`src/rtl/seg7_scan_ctrl.sv`:
```
// Multi-digit common-anode seven-segment scanner with blanking, digit/dp masks,
// leading-zero suppression and a valid/ready load port that commits only at frame boundaries.
module seg7_scan_ctrl #(
  parameter int DIGITS = 8,
  parameter int DIV    = 100000,
  parameter int BLANK  = 16
) (
  input  logic                  clk,
  input  logic                  rst,
  input  logic                  wr_valid,
  output logic                  wr_ready,
  input  logic [4*DIGITS-1:0]   wr_value,
  input  logic [DIGITS-1:0]     wr_en,
  input  logic [DIGITS-1:0]     wr_dp,
  input  logic                  lz_en,
  output logic [DIGITS-1:0]     anode,
  output logic [6:0]            seg,
  output logic                  dp,
  output logic                  frame_tick
);

  localparam int CW = (DIV > 1) ? $clog2(DIV) : 1;
  localparam int IW = (DIGITS > 1) ? $clog2(DIGITS) : 1;
  localparam logic [CW-1:0] CNT_LAST  = CW'(DIV - 1);
  localparam logic [CW-1:0] CNT_BLANK = CW'(BLANK);
  localparam logic [IW-1:0] IDX_TOP   = IW'(DIGITS - 1);

  function automatic logic [6:0] decode(input logic [3:0] nib);
    case (nib)
      4'h0: decode = 7'b0000001;
      4'h1: decode = 7'b1001111;
      4'h2: decode = 7'b0010010;
      4'h3: decode = 7'b0000110;
      4'h4: decode = 7'b1001100;
      4'h5: decode = 7'b0100100;
      4'h6: decode = 7'b0100000;
      4'h7: decode = 7'b0001111;
      4'h8: decode = 7'b0000000;
      4'h9: decode = 7'b0000100;
      4'hA: decode = 7'b0001000;
      4'hB: decode = 7'b1100000;
      4'hC: decode = 7'b0110001;
      4'hD: decode = 7'b1000010;
      4'hE: decode = 7'b0110000;
      default: decode = 7'b0111000;
    endcase
  endfunction

  logic [CW-1:0]       cnt_q, cnt_d;
  logic [IW-1:0]       idx_q, idx_d;
  logic [4*DIGITS-1:0] pend_value_q, pend_value_d, disp_value_q, disp_value_d;
  logic [DIGITS-1:0]   pend_en_q, pend_en_d, disp_en_q, disp_en_d;
  logic [DIGITS-1:0]   pend_dp_q, pend_dp_d, disp_dp_q, disp_dp_d;
  logic                full_q, full_d, wr_ready_q, wr_ready_d;
  logic                lit_q, lit_d, dp_q, dp_d;
  logic [6:0]          seg_q, seg_d;
  logic [DIGITS-1:0]   anode_q, anode_d;

  logic                slot_end, frame_end;
  logic                run, sup_next, en_next, dp_next;
  logic [3:0]          nib_next;

  assign slot_end   = (cnt_q == CNT_LAST);
  assign frame_end  = slot_end && (idx_q == '0);
  assign frame_tick = frame_end;
  assign wr_ready   = wr_ready_q;
  assign anode      = anode_q;
  assign seg        = seg_q;
  assign dp         = dp_q;

  always_comb begin
    // NOTE: every variable gets a default here first so no path leaves it unassigned (no latches).
    cnt_d        = slot_end ? '0 : cnt_q + CW'(1);
    idx_d        = idx_q;
    pend_value_d = pend_value_q;
    pend_en_d    = pend_en_q;
    pend_dp_d    = pend_dp_q;
    full_d       = full_q;
    disp_value_d = disp_value_q;
    disp_en_d    = disp_en_q;
    disp_dp_d    = disp_dp_q;
    lit_d        = lit_q;
    seg_d        = seg_q;
    dp_d         = dp_q;
    anode_d      = '1;
    run          = 1'b1;
    sup_next     = 1'b0;
    en_next      = 1'b0;
    dp_next      = 1'b0;
    nib_next     = 4'h0;

    if (slot_end) idx_d = (idx_q == '0) ? IDX_TOP : idx_q - IW'(1);

    if (wr_valid && wr_ready_q) begin
      pend_value_d = wr_value;
      pend_en_d    = wr_en;
      pend_dp_d    = wr_dp;
      full_d       = 1'b1;
    end
    // Acceptance needs !full, so it never coincides with a transfer.
    if (frame_end && full_q) begin
      disp_value_d = pend_value_q;
      disp_en_d    = pend_en_q;
      disp_dp_d    = pend_dp_q;
      full_d       = 1'b0;
    end
    wr_ready_d = ~full_d;

    // Walk from the leftmost digit: run stays high while every digit so far is a bare zero.
    for (int i = DIGITS - 1; i >= 0; i--) begin
      run = run & (disp_value_d[4*i +: 4] == 4'h0) & ~disp_dp_d[i];
      if (idx_d == IW'(i)) begin
        nib_next = disp_value_d[4*i +: 4];
        en_next  = disp_en_d[i];
        dp_next  = disp_dp_d[i];
        sup_next = (i != 0) && run;
      end
    end

    // Digit content and visibility are frozen for the whole slot being entered.
    if (slot_end) begin
      lit_d = en_next & ~(lz_en & sup_next);
      seg_d = decode(nib_next);
      dp_d  = ~dp_next;
    end

    for (int i = 0; i < DIGITS; i++) begin
      if ((idx_d == IW'(i)) && lit_d && (cnt_d >= CNT_BLANK)) anode_d[i] = 1'b0;
    end
  end

  // NOTE: the pending and display storage is reset too, so the display is blank until the first load lands.
  always_ff @(posedge clk or negedge rst) begin
    if (!rst) begin
      cnt_q        <= '0;
      idx_q        <= IDX_TOP;
      pend_value_q <= '0;
      pend_en_q    <= '0;
      pend_dp_q    <= '0;
      full_q       <= 1'b0;
      wr_ready_q   <= 1'b1;
      disp_value_q <= '0;
      disp_en_q    <= '0;
      disp_dp_q    <= '0;
      lit_q        <= 1'b0;
      seg_q        <= 7'b1111111;
      dp_q         <= 1'b1;
      anode_q      <= '1;
    end else begin
      // NOTE: non-blocking assignments so every flop samples the pre-edge values.
      cnt_q        <= cnt_d;
      idx_q        <= idx_d;
      pend_value_q <= pend_value_d;
      pend_en_q    <= pend_en_d;
      pend_dp_q    <= pend_dp_d;
      full_q       <= full_d;
      wr_ready_q   <= wr_ready_d;
      disp_value_q <= disp_value_d;
      disp_en_q    <= disp_en_d;
      disp_dp_q    <= disp_dp_d;
      lit_q        <= lit_d;
      seg_q        <= seg_d;
      dp_q         <= dp_d;
      anode_q      <= anode_d;
    end
  end

endmodule

```
`config.mk`:
```
export PLATFORM = sky130hd
export DESIGN_NAME = seg7_scan_ctrl
export DESIGN_NICKNAME = d
export VERILOG_FILES = /design/src/rtl/seg7_scan_ctrl.sv
export SDC_FILE = /design/constraint.sdc
export NUM_CORES = 1
export LEC_CHECK = 0
export BUFFER_PORTS_ARGS = -buffer_cell sky130_fd_sc_hd__buf_2
export CORE_MARGIN = 4
export CORE_UTILIZATION = 45
export DETAILED_ROUTE_END_ITERATION = 12
export SLEW_MARGIN = 15
export SYNTH_ARGS = -nofsm -noshare
export SYNTH_HDL_FRONTEND = slang
export SYNTH_SLANG_ARGS = --single-unit
```
`constraint.sdc`:
```
create_clock -name clk -period 10.85 [get_ports clk]
set_input_delay 0.5425 -clock clk [delete_from_list [all_inputs] [get_ports clk]]
set_output_delay 0.5425 -clock clk [all_outputs]
set_load 0.1 [all_outputs]
```
### Word-level counts from Yosys, hierarchy flattened

Memories as Yosys holds them, arrays and structs flattened. A register that Yosys moved wholly into a read port is not among the register bits.
Index checks and enable logic that the tools add are counted.

| word-level totals | value |
|---|---|
| logic and storage cells | 128 |
| flip-flop bits (word level) | 128 |
| bits in read-only memories | 112 |
| memories | 1 |
| bits of input ports | 52 |
| output and inout port bits | 18 |

| operators by class | value |
|---|---|
| order comparisons | 1 |
| multiplexer cells | 49 |
| bitwise gates (word level) | 25 |
| equal/unequal tests | 8 |
| reduce and logical (&&, ||, !) cells | 29 |
| $add $sub $neg | 2 |

Memory list:

| name | words | bits a word | read ports | clocked after memory_dff | write ports | RTL line | source |
|---|---|---|---|---|---|---|---|
| (no name shown) | 16 | 7 | 1 | 1 | 0 | 29 | `case (nib)` |

Operator list:

| cell | number |
|---|---|
| 2-to-1 mux 1 bit | 35 |
| 2-to-1 mux 32 bit | 1 |
| 2-to-1 mux 4 bit | 8 |
| logical NOT 4 bit | 7 |
| logical AND 1 bit | 19 |
| adder 17 x 1 -> 17 bit, second input constant | 1 |
| equality test 17 bit, second input constant | 1 |
| greater-or-equal comparator 17 x 5 -> 1 bit, second input constant | 1 |
| 2-to-1 mux 17 bit | 1 |
| 2-to-1 mux 8 bit | 2 |
| AND 1 bit | 15 |
| equality test 3 bit, second input constant | 4 |
| NOT 1 bit | 10 |
| equality test 3 x 2 -> 1 bit, second input constant | 2 |
| logical NOT 3 bit | 2 |
| 2-to-1 mux 3 bit | 2 |
| equality test 3 x 1 -> 1 bit, second input constant | 1 |
| subtractor 3 x 1 -> 3 bit, second input constant | 1 |
| logical NOT 1 bit | 1 |

### Logic depth before layout (Yosys ltp)

Gate-level depths: netlist (run 1).

| depth | value |
|---|---|
| word-level depth | 27 |
| mapped depth | 18 |
| gate-level depth less buffers | 16 |

### Worst setup path before layout (run 1)

No wires, ideal clock.

| timing | value |
|---|---|
| kind | register to register |
| from | register cnt_q[5] |
| to | register seg_q[3] (netlist: seg[3]) |
| period minus slack after synthesis | 3903 ps |
| arrival time | 3815 ps |
| path buffers | 0 |
| data required time | 10761 ps |
| library setup time | 89 ps |
| stages on the path, launching flop included | 12 |
| slack | 6947 ps |
| cell sequence | dfrtp_1 > or4_4 > nor4_2 > mux2_2 > a31o_2 > a221o_1 > o221a_1 > o32a_1 > ha_1 > mux2_2 > mux2i_1 > o21ai_1 |

| on the way | value |
|---|---|
| longest elaborated chain between the ends | 12 |
| elaborated cells between the ends (all ways) | 21 |
| those cells by class | eq/ne: 8; mux: 10; reduce/logical: 3 |

Ends and longest elaborated chain:

| item | RTL line | source |
|---|---|---|
| start: declaration | 49 | `logic [CW-1:0] cnt_q, cnt_d;` |
| start signal: assignment | 151 | `cnt_q <= cnt_d;` |
| equality test 17 bit (*) | 63 | `assign slot_end = (cnt_q == CNT_LAST);` |
| branches (longest 11 deep; another with 2-to-1 mux 4 bit) | - |  |
| end: declaration | 56 | `logic [6:0] seg_q, seg_d;` |

Every way passes the cells marked *.
A chain may end at the register's enable or synchronous reset.

### Worst setup path in the final report (run 1)

| timing | value |
|---|---|
| from | register idx_q[0] |
| to | register seg_q[4] (netlist: seg[4]) |

| on the way | value |
|---|---|
| elaborated cells between the ends (all ways) | 23 |
| those cells by class | add/sub: 1; eq/ne: 7; mux: 11; reduce/logical: 4 |

RTL lines:

| item | RTL line | source |
|---|---|---|
| start: declaration | 50 | `logic [IW-1:0] idx_q, idx_d;` |
| start signal: assignment | 152 | `idx_q <= idx_d;` |
| logical NOT 3 bit | 64 | `assign frame_end = slot_end && (idx_q == '0);` |
| logical AND 1 bit | 64 |  |
| logical AND 1 bit | 101 | `if (frame_end && full_q) begin` |
| 2-to-1 mux 32 bit | 101 |  |
| net disp_value_d[20] | 51 | `logic [4*DIGITS-1:0] pend_value_q, pend_value_d, disp_value_q, disp_value_d;` |
| 2-to-1 mux 4 bit (6 in a row) | 112 | `if (idx_d == IW'(i)) begin` |

The timed path passes the listed nets, and every way through them passes these cells.

==> run summary, run 1 <==
Critical Path End: seg[4]
cell count after synthesis: 613
fin crit share: 40.66%
FF-to-FF End: seg[4]
WP data required: 11,200 ps
adder-cell share of the synthesized area: 1.730%
M2 GR Usage: 31.66%
multi-input logic area: 2929 um^2
GRT busiest layer: met2
Setup crit start: idx_q[0]
WS Path Type: reg2reg
met1 Usage GRT: 29.08%
met3 Use GR: 6.250%
CP arrival: 4770 ps
post-route setup slack: 6438 ps
Hold Fails Final Rpt: 0
RePlAce Congestion: 0.9035
Slew @ Worst Pin: 1110 ps
crit end category: flop
layout cells sized above 1: 30.06%
I/O pin total: 70
setup repair bufs after CTS: 0
via/cell ratio: 5.626
hpwl dp: 11.85 mm
Yosys cell types: 66
CTS tree: done
Design Area, Final: 7649 um^2
EDFF count, synth: 0
Die Width: 128.3 um
Initial Utilization: 46.35%
Routed WL: 16.30 mm
clock root cell: clkbuf_16
Antenna Cells: 0
internal power: 1022 uW
routed len/inst: 18.69 um
synth cell count leaders: dfrtp_1 (115), nand2_1 (94), mux2_2 (66), nor2_1 (43), nand3_1 (35)
Synth Net Count: 674
Clock Skew: 14.49 ps
fin nets: 741
drt first pass iters: 5
Top FF cell, synth: dfrtp_1
Worst Path Max Fanout: 37
Initial DRC Count: 263
Clk Latency, worst-skew pair: 430 ps
Clk network pwr share: 44.5%
Worst-path clk slew: 60 ps
setup total negative slack: 0 ps
post-CTS resize count: 0
Placeable Area: 14,040 um^2
Final setup viols: 0
Die Area: 16,450 um^2
Simple-Gate Fraction of Synth Area: 17.70%
Synth-to-Final Area Change: 17.51%
largest area contributor in the netlist: dfrtp_1
Max-cap violations: 0
Comb pwr share: 8.0%
Seq. cell area: 3403 um^2
FF-to-FF Start: idx_q[0]
post-synthesis sequential area ratio: 52.29%
flop2flop setup slack: 6440 ps
pwr/cell area: 176.6 nW/um^2
Die H: 128.3 um
Final Core Density: 54.47%
Global Route Usage Sum: 20.98%
initial antenna violation count: 0
most common cell in the synthesized netlist: dfrtp_1
warnings from Yosys: 0
async set or reset register ratio after synthesis: 100.0%
row count: 43
H-tree Lvls: 4
total power: 1351 uW
fin crit period: 4412 ps
IO buf count: 69
remaining antenna violation count after routing: 0
Max Slew Vio Count: 0
Clock Sinks: 135
CTS Hold Bufs: 0
RSZ-0062 raised after global routing: false
Vias: 4,906
Max Fclk: 0.2267 GHz
Worst Hold Class: in2async
Leak: 0.003691 uW
post-synthesis mux area share: 13.96%
cell area after synthesis: 6509 um^2
register bit total from synthesis: 135
main combinational cell family by area after synthesis: simple AND/OR/NAND/NOR gates
slew margin rel.: 26.03%
largest net degree at the start of global routing: 80
Fillers: 1,222
top-area cell type share of the netlist area: 44.21%
CTS Buf Count: 17
Area contributors post-synth: dfrtp_1 (44%), mux2_2 (11%), dfstp_2 (8.1%)
switching share of power: 24.35%
sequential power share: 47.5%
clock buffer depth: 2
Max VDD drop: 0.1371 mV
Synth Area in XOR/XNOR: 2.153%
DRC: 0
vias in the first global route: 5,090
Setup WS pre-CTS: 6479 ps
cells on worst reg2reg path: 14
Psw: 328.9 uW
outcome: completed
Synth Area per Inst: 10.62 um^2
global route overflow: 0
Startpoint Class: flop
Placement Cell Area: 7029 um^2
Synth Area in Compound Gates: 9.266%
global-route wire length before repair: 26.65 mm
[placed cells by master, fill, tap and decap left out, drive strengths merged, types with 5 or more instances in the layout]
| cell | synthesis | layout |
|---|---|---|
| dfrtp | 115 | 115 |
| nand2 | 96 | 96 |
| buf | 13 | 75 |
| mux2 | 67 | 67 |
| nor2 | 44 | 44 |
| nand3 | 35 | 35 |
| inv | 20 | 24 |
| dfstp | 20 | 20 |
| o21ai | 19 | 19 |
| clkbuf | 14 | 19 |
| mux2i | 15 | 15 |
| or4 | 15 | 15 |
| a21oi | 9 | 9 |
| ha | 9 | 9 |
| xor2 | 8 | 8 |
| xnor2 | 8 | 8 |
| nor4 | 8 | 8 |
| nand4 | 7 | 7 |
| a31oi | 7 | 7 |
| and3 | 7 | 7 |
| nor3 | 6 | 6 |
| a21o | 5 | 5 |
| nor2b | 5 | 5 |
| o31ai | 5 | 5 |
| a211oi | 5 | 5 |
[kinds of logic (layout without fill, tap and decap cells)]
family                   Yosys count  in the layout
AO/OA/AOI/OAI                     85             85
XOR/XNOR                          16             16
adder cells (fa/ha/maj)            9              9
buffers and inverters             47            126
flip-flops                       135            135
multiplexers                      82             82
AND/OR/NAND/NOR                  239            239
[final cells by class]
cell class,instances,share of cell area [%]
sequential,135,44.50
multi-input combinational,431,38.30
clock buffer,19,5.922
timing repair buffer,75,5.186
tap,180,2.945
clock inverter,12,2.176
inverter,20,0.9815
[power groups by stage]
stage | Clock [uW] | Sequential (uW) | Combinational [uW]
floorplan | 0 | 622 | 78.2
global placement | 0 | 650 | 104
detailed placement | 0 | 649 | 110
CTS | 614 | 642 | 111
global route | 637 | 653 | 121
finish | 601 | 642 | 108
[layer usage]
layer / share of wire [%] / wire length, um
met3: 5.3 / 867
met4: 1.9 / 303
met1: 46 / 7566
met2: 46 / 7559
met5: 0 / 0
[metrics by stage]
| step | hold WS, ps | cells |
|---|---|---|
| 6_report | 76.63 | 872 |
| 5_1_grt | 108.5 | 872 |
| 3_5_place_dp | 455.8 | 841 |
| 2_1_floorplan | 246.9 | 613 |
| 3_3_place_gp | 448.8 | 841 |
| 4_1_cts | 103.5 | 872 |
[critical path: stages, from the launching register on]
cell	delay, ps
dfstp_2	410
inv_1	190
ha_1	310
nand2b_1	150
nor2_1	580
nand2_2	320
buf_4	360
mux2_2	340
a221o_1	320
o221a_1	140
o32a_1	420
ha_1	290
nor4_1	310
a31oi_1	70
o21ai_1	120
[sequential cells by signal, summed over array words and instances, names as in the netlist]
name / cells
disp_value_q: 32
pend_value_q: 32
cnt_q: 17
anode: 8
disp_dp_q: 8
disp_en_q: 8
pend_dp_q: 8
pend_en_q: 8
seg: 7
idx_q: 3
dp: 1
full_q: 1
lit_q: 1
wr_ready: 1
[worst min-delay path by stage]
stage                               start               end  slack (ps)  depth (start not counted)
after detailed placement  disp_value_q[0]   disp_value_q[0]         460                          2
after global placement    disp_value_q[0]   disp_value_q[0]         450                          2
after global routing                  rst  pend_value_q[20]         110                          1
after floorplan                       rst          cnt_q[0]         250                          0
final                                 rst  pend_value_q[20]          80                          1
after CTS                             rst  pend_value_q[21]         100                          1
Note: power is estimated with default switching activity, not from simulation.
==> run 2: changes to the inputs <==
==> constraint.sdc (replaced) <==
create_clock -name clk -period 4.4 [get_ports clk]
set_input_delay 0.22 -clock clk [delete_from_list [all_inputs] [get_ports clk]]
set_output_delay 0.22 -clock clk [all_outputs]
set_load 0.1 [all_outputs]
==> run 2 against run 1 <==
Compared with the run above:
- die area unchanged
- critical path type unchanged
- clock power grew 140%
- sequential cell count did not move
- total power rose by 150%
- wire length fell by 0.83%
- worst hold slack worse by 58 ps
- utilization rose by 0.49 points
- critical path depth fell by 1
==> run summary, run 2 (synthesis gave the netlist of run 1 again) <==
fin crit period: 4152 ps (was 4412 ps)
Worst Hold Class: in2reg (was in2async)
Psw: 803.1 uW (was 328.9 uW)
vias in the first global route: 5,117 (was 5,090)
Hold Fails Final Rpt: 0 (unchanged)
RSZ-0062 raised after global routing: false (unchanged)
Max-cap violations: 0 (unchanged)
Leak: 0.003735 uW (was 0.003691 uW)
Die Area: 16,450 um^2 (unchanged)
RePlAce Congestion: 0.8777 (was 0.9035)
drt first pass iters: 5 (unchanged)
H-tree Lvls: 4 (unchanged)
CTS Buf Count: 17 (unchanged)
setup repair bufs after CTS: 0 (unchanged)
Top Registers: disp_value_q: 32 flops, pend_value_q: 32 flops, cnt_q: 17 flops (unchanged)
most common cell after layout, fill and taps aside: dfrtp_1 (unchanged)
Die H: 128.3 um (unchanged)
most frequent cells in the layout: dfrtp_1 (115), nand2_1 (93), buf_2 (68) (unchanged)
Initial Utilization: 46.35% (unchanged)
remaining antenna violation count after routing: 0 (unchanged)
Global Route Usage Sum: 20.90% (was 20.98%)
Comb pwr share: 8.2% (was 8.0%)
Synth-to-Final Area Change: 18.57% (was 17.51%)
via/cell ratio: 5.624 (was 5.626)
Placeable Area: 14,040 um^2 (unchanged)
post-CTS resize count: 0 (unchanged)
hpwl dp: 11.63 mm (was 11.85 mm)
flop2flop setup slack: 250 ps (was 6440 ps)
FF-to-FF End: seg[6] (was seg[4])
FF-to-FF Start: cnt_q[12] (was idx_q[0])
global-route wire length before repair: 26.78 mm (was 26.65 mm)
fin nets: 751 (was 741)
CP arrival: 4520 ps (was 4770 ps)
clock buffer depth: 2 (unchanged)
Setup WS pre-CTS: 347.4 ps (was 6479 ps)
Max VDD drop: 0.2960 mV (was 0.1371 mV)
switching share of power: 24.24% (was 24.35%)
IO buf count: 69 (unchanged)
Max Fclk: 0.2409 GHz (was 0.2267 GHz)
slowest CP cell: or4b_1 (was nor2_1)
post-route setup slack: 248.4 ps (was 6438 ps)
row count: 43 (unchanged)
CTS tree: done (unchanged)
top routing layer in use: met4 (unchanged)
sequential power share: 47.5% (about the same)
total power: 3313 uW (was 1351 uW)
Clk Latency, worst-skew pair: 430 ps (about the same)
Fillers: 1,251 (was 1,222)
crit-path max cell delay: 650 ps (was 580 ps)
I/O pin total: 70 (unchanged)
WL met3: 962 um (was 867 um)
Final setup viols: 0 (unchanged)
CP cell instances: or4b_1 -> or4_1 -> mux2_4 -> inv_2 -> nand2_1 -> o211ai_1 -> a211o_1 -> o221ai_1 -> inv_1 -> ha_1 -> o21ai_0 -> a211oi_1 -> a211o_1 (was inv_1 -> ha_1 -> nand2b_1 -> nor2_1 -> nand2_2 -> buf_4 -> mux2_2 -> a221o_1 -> o221a_1 -> o32a_1 -> ha_1 -> nor4_1 -> a31oi_1 -> o21ai_1)
fin crit share: 94.36% (was 40.66%)
Initial DRC Count: 378 (was 263)
Antenna Cells: 0 (unchanged)
setup total negative slack: 0 ps (unchanged)
WP data required: 4770 ps (was 11,200 ps)
layout cells sized above 1: 30.73% (was 30.06%)
slew margin rel.: 26.61% (was 26.03%)
Startpoint Class: flop (unchanged)
crit end category: flop (unchanged)
Clock Sinks: 135 (unchanged)
Critical Path End: seg[6] (was seg[4])
Max Slew Vio Count: 0 (unchanged)
Worst-path clk slew: 60 ps (about the same)
most frequent CP cell: a211o_1 (was ha_1)
Slew @ Worst Pin: 1101 ps (was 1110 ps)
Clock Skew: 14.28 ps (was 14.49 ps)
clock root cell: clkbuf_16 (unchanged)
pwr/cell area: 429.3 nW/um^2 (was 176.6 nW/um^2)
Routed WL: 16.16 mm (was 16.30 mm)
WS Path Type: reg2reg (unchanged)
DRT met1 WL: 7.352 mm (was 7.566 mm)
routed len/inst: 18.30 um (was 18.69 um)
wire length on met2: 7.510 mm (was 7.559 mm)
internal power: 2510 uW (was 1022 uW)
initial antenna violation count: 0 (unchanged)
outcome: completed (unchanged)
Die Width: 128.3 um (unchanged)
CTS Hold Bufs: 1 (was 0)
Clk network pwr share: 44.3% (was 44.5%)
Worst Path Max Fanout: 19 (was 37)
Setup crit start: cnt_q[12] (was idx_q[0])
Vias: 4,966 (was 4,906)
DRC: 0 (unchanged)
global route overflow: 0 (unchanged)
largest net degree at the start of global routing: 102 (was 80)
cells on worst reg2reg path: 13 (was 14)
run 2: cell count changes in the layout (fill, tap and decap cells not counted), sizes merged:
| cell | change |
|---|---|
| clkinvlp | -1 |
| dlygate4sd3 | +1 |
| inv | +1 |
| clkbuf | +1 |
| buf | +9 |
run 2: how the worst min path moves through the flow:
stage	cells past startpoint	to	slack [ps]	from
5_1_grt	2	pend_en_q[7]	8	wr_en[7]
3_3_place_gp	1	pend_value_q[21]	380	rst
4_1_cts	2	pend_en_q[2]	5	wr_en[2]
2_1_floorplan	0	cnt_q[0]	-80	rst
6_report	2	pend_value_q[31]	20	wr_value[31]
3_5_place_dp	1	pend_value_q[22]	390	rst
run 2: per-layer routing:
metal  GRT usage [%]  vias up
met2           31.90      137
met5               0        -
met1           28.36     2460
li1                -     2339
met4           7.990        0
met3           5.875       30
run 2: per-stage QoR:
stage               area (um^2)  cells  hold WS (ps)  utilization, %
detailed placement         7097    850         385.0           50.54
floorplan                  6509    613        -75.59               -
global route               7717    883         8.499           54.96
global placement           7097    850         377.3           50.54
CTS                        7717    883         5.198           54.96
finish                     7717    883         18.28           54.96
run 2: power groups by stage:
stage               Combinational (uW)  Sequential, uW  Clock [uW]
floorplan                          193            1530           0
global placement                   261            1590           0
detailed placement                 274            1590           0
CTS                                277            1580        1500
global route                       301            1600        1560
finish                             271            1570        1470
run 2: worst max-delay path, delay by kind of cell (launching register included):
family	cells	cell delay [ps]
mux	1	390
flops	1	410
buf+inv	2	490
compound gates	6	1180
fa+ha+maj	1	220
simple gates	3	1430
run 2: layout make-up:
class | count | area [um^2] | area share (%)
clock buffer | 20 | 446.7 | 5.788
tap | 180 | 225.2 | 2.918
sequential | 135 | 3403 | 44.10
clock inverter | 12 | 163.9 | 2.124
inverter | 20 | 75.07 | 0.9728
multi-input combinational | 431 | 2929 | 37.95
timing repair buffer | 85 | 474.2 | 6.145
==> run 3: changes to the inputs <==
--- a/config.mk
+++ b/config.mk
@@ -5,10 +5,10 @@
 export SDC_FILE = /design/constraint.sdc
 export NUM_CORES = 1
 export LEC_CHECK = 0
-export BUFFER_PORTS_ARGS = -buffer_cell sky130_fd_sc_hd__buf_2
 export CORE_MARGIN = 4
 export CORE_UTILIZATION = 45
 export DETAILED_ROUTE_END_ITERATION = 12
+export DONT_BUFFER_PORTS = 1
 export SLEW_MARGIN = 15
 export SYNTH_ARGS = -nofsm -noshare
 export SYNTH_HDL_FRONTEND = slang
==> constraint.sdc (replaced) <==
create_clock -name clk -period 4.4 [get_ports clk]
set_input_delay 0.66 -clock clk [delete_from_list [all_inputs] [get_ports clk]]
set_output_delay 0.66 -clock clk [all_outputs]
set_load 0.1 [all_outputs]
==> run 3 against run 2 <==
Compared with the run above:
- clock power fell by 5%
- highest routed layer unchanged
- non-clock buffer count fell by 73
- die area unchanged
- wire length is 0.72% lower
- largest cell class unchanged
==> run summary, run 3 (synthesis gave the netlist of run 1 again) <==
Hold Fails Final Rpt: 0 (unchanged)
via/cell ratio: 5.756 (was 5.624)
Die Width: 128.3 um (unchanged)
crit end category: flop (unchanged)
Max VDD drop: 0.2829 mV (was 0.2960 mV)
Initial DRC Count: 394 (was 378)
drt first pass iters: 5 (unchanged)
layout cells sized above 1: 23.02% (was 30.73%)
CTS tree: done (unchanged)
WHS: 83.15 ps (was 18.28 ps)
slowest CP cell: or4_4 (was or4b_1)
WP data required: 4760 ps (was 4770 ps)
CP cell instances: or4_4 -> or4_1 -> mux2_4 -> inv_2 -> nand2_1 -> o211ai_1 -> a211o_1 -> o221ai_1 -> inv_1 -> ha_1 -> o21ai_0 -> a211oi_1 -> a211o_1 (was or4b_1 -> or4_1 -> mux2_4 -> inv_2 -> nand2_1 -> o211ai_1 -> a211o_1 -> o221ai_1 -> inv_1 -> ha_1 -> o21ai_0 -> a211oi_1 -> a211o_1)
Antenna Cells: 0 (unchanged)
hpwl dp: 11.48 mm (was 11.63 mm)
pwr/cell area: 437.5 nW/um^2 (was 429.3 nW/um^2)
clock buffer depth: 2 (unchanged)
remaining antenna violation count after routing: 0 (unchanged)
Top Registers: disp_value_q: 32 flops, pend_value_q: 32 flops, cnt_q: 17 flops (unchanged)
Vias: 4,662 (was 4,966)
Global Route Usage Sum: 20.55% (was 20.90%)
WS Path Type: reg2reg (unchanged)
Slew @ Worst Pin: 1105 ps (was 1101 ps)
global route overflow: 0 (unchanged)
Clk network pwr share: 43.3% (was 44.3%)
vias in the first global route: 4,790 (was 5,117)
Final setup viols: 0 (unchanged)
Worst Path Max Fanout: 19 (unchanged)
Worst-path clk slew: 60 ps (about the same)
CTS Buf Count: 17 (unchanged)
fin nets: 678 (was 751)
IO buf count: 0 (was 69)
Fillers: 1,289 (was 1,251)
post-CTS resize count: 0 (unchanged)
Max Slew Vio Count: 0 (unchanged)
CP arrival: 4460 ps (was 4520 ps)
most common cell after layout, fill and taps aside: dfrtp_1 (unchanged)
Max Fclk: 0.2440 GHz (was 0.2409 GHz)
Startpoint Class: flop (unchanged)
outcome: completed (unchanged)
Synth-to-Final Area Change: 12.73% (was 18.57%)
fin crit period: 4098 ps (was 4152 ps)
clock root cell: clkbuf_16 (unchanged)
H-tree Lvls: 4 (unchanged)
Die Area: 16,450 um^2 (unchanged)
setup total negative slack: 0 ps (unchanged)
Psw: 791.3 uW (was 803.1 uW)
largest net degree at the start of global routing: 116 (was 102)
fin crit share: 93.14% (was 94.36%)
Clk Latency, worst-skew pair: 420 ps (was 430 ps)
initial antenna violation count: 0 (unchanged)
Placeable Area: 14,040 um^2 (unchanged)
most frequent cells in the layout: dfrtp_1 (115), nand2_1 (93), mux2_2 (66) (was dfrtp_1 (115), nand2_1 (93), buf_2 (68))
Max-cap violations: 0 (unchanged)
RSZ-0062 raised after global routing: false (unchanged)
flop2flop setup slack: 300 ps (was 250 ps)
DRC: 0 (unchanged)
routed len/inst: 19.81 um (was 18.30 um)
Clock Sinks: 135 (unchanged)
internal power: 2419 uW (was 2510 uW)
Clock Skew: 9.052 ps (was 14.28 ps)
I/O pin total: 70 (unchanged)
crit-path max cell delay: 590 ps (was 650 ps)
most frequent CP cell: a211o_1 (unchanged)
Worst Hold Class: in2async (was in2reg)
row count: 43 (unchanged)
sequential power share: 49.2% (was 47.5%)
RePlAce Congestion: 0.9451 (was 0.8777)
Leak: 0.003434 uW (was 0.003735 uW)
Die H: 128.3 um (unchanged)
global-route wire length before repair: 26.05 mm (was 26.78 mm)
Routed WL: 16.05 mm (was 16.16 mm)
switching share of power: 24.65% (was 24.24%)
Initial Utilization: 46.35% (unchanged)
slew margin rel.: 24.44% (was 26.61%)
Comb pwr share: 7.4% (was 8.2%)
## run 3: layer usage
metal	track usage, %	up-vias	share of wire (%)
met4	7.366	0	1.8
met2	30.68	130	47
li1	-	2203	-
met3	6.667	22	5.9
met1	28.09	2307	45
met5	0	-	0
## run 3: worst paths after layout
kind                       depth (start not counted)       startpoint              end
setup / recovery                                  13         cnt_q[5]           seg[6]
hold / removal                                     0              rst         wr_ready
setup reg to reg                                  13         cnt_q[5]           seg[6]
hold reg to reg                                    2  disp_value_q[0]  disp_value_q[0]
max in group asynchronous                          1              rst  pend_value_q[6]
min in group clk                                   1         wr_dp[7]     pend_dp_q[7]
## run 3: area by class of cell
class,count,area [um^2],area share (%)
timing repair buffer,12,122.6,1.671
multi-input combinational,431,2932,39.96
clock inverter,13,146.4,1.995
clock buffer,19,432.9,5.900
inverter,20,75.07,1.023
sequential,135,3403,46.38
tap,180,225.2,3.070
## run 3: power by group through the flow
stage / sequential, uW / combinational (uW) / clock, uW
after floorplan: 1530 / 193 / 0
after global placement: 1590 / 208 / 0
after detailed placement: 1600 / 217 / 0
after CTS: 1580 / 244 / 1420
after global routing: 1600 / 268 / 1490
final: 1580 / 238 / 1390
## run 3: worst max-delay path, delay by kind of cell (launching register included)
kind            cells  cell delay (ps)
compound gates      6             1100
fa+ha+maj           1              230
simple gates        3             1360
mux                 1              430
flops               1              420
buf+inv             2              500
## run 3: what timing repair did
action | CTS | global route
hold buffers | 1 | 0
endpoints found under the hold margin | 115 | 0
setup buffers | 0 | 0
## run 3: per-stage QoR
| stage | cells | power [uW] | util [%] | area [um^2] | worst slack (ps) |
|---|---|---|---|---|---|
| 6_report | 810 | 3210 | 52.25 | 7337 | 301.9 |
| 5_1_grt | 810 | 3358 | 52.25 | 7337 | 56.27 |
| 4_1_cts | 810 | 3241 | 52.25 | 7337 | 319.6 |
| 3_5_place_dp | 777 | 1820 | 47.93 | 6730 | 334.5 |
| 3_3_place_gp | 777 | 1801 | 47.93 | 6730 | 395.3 |
| 2_1_floorplan | 613 | 1727 | - | 6509 | 433.2 |
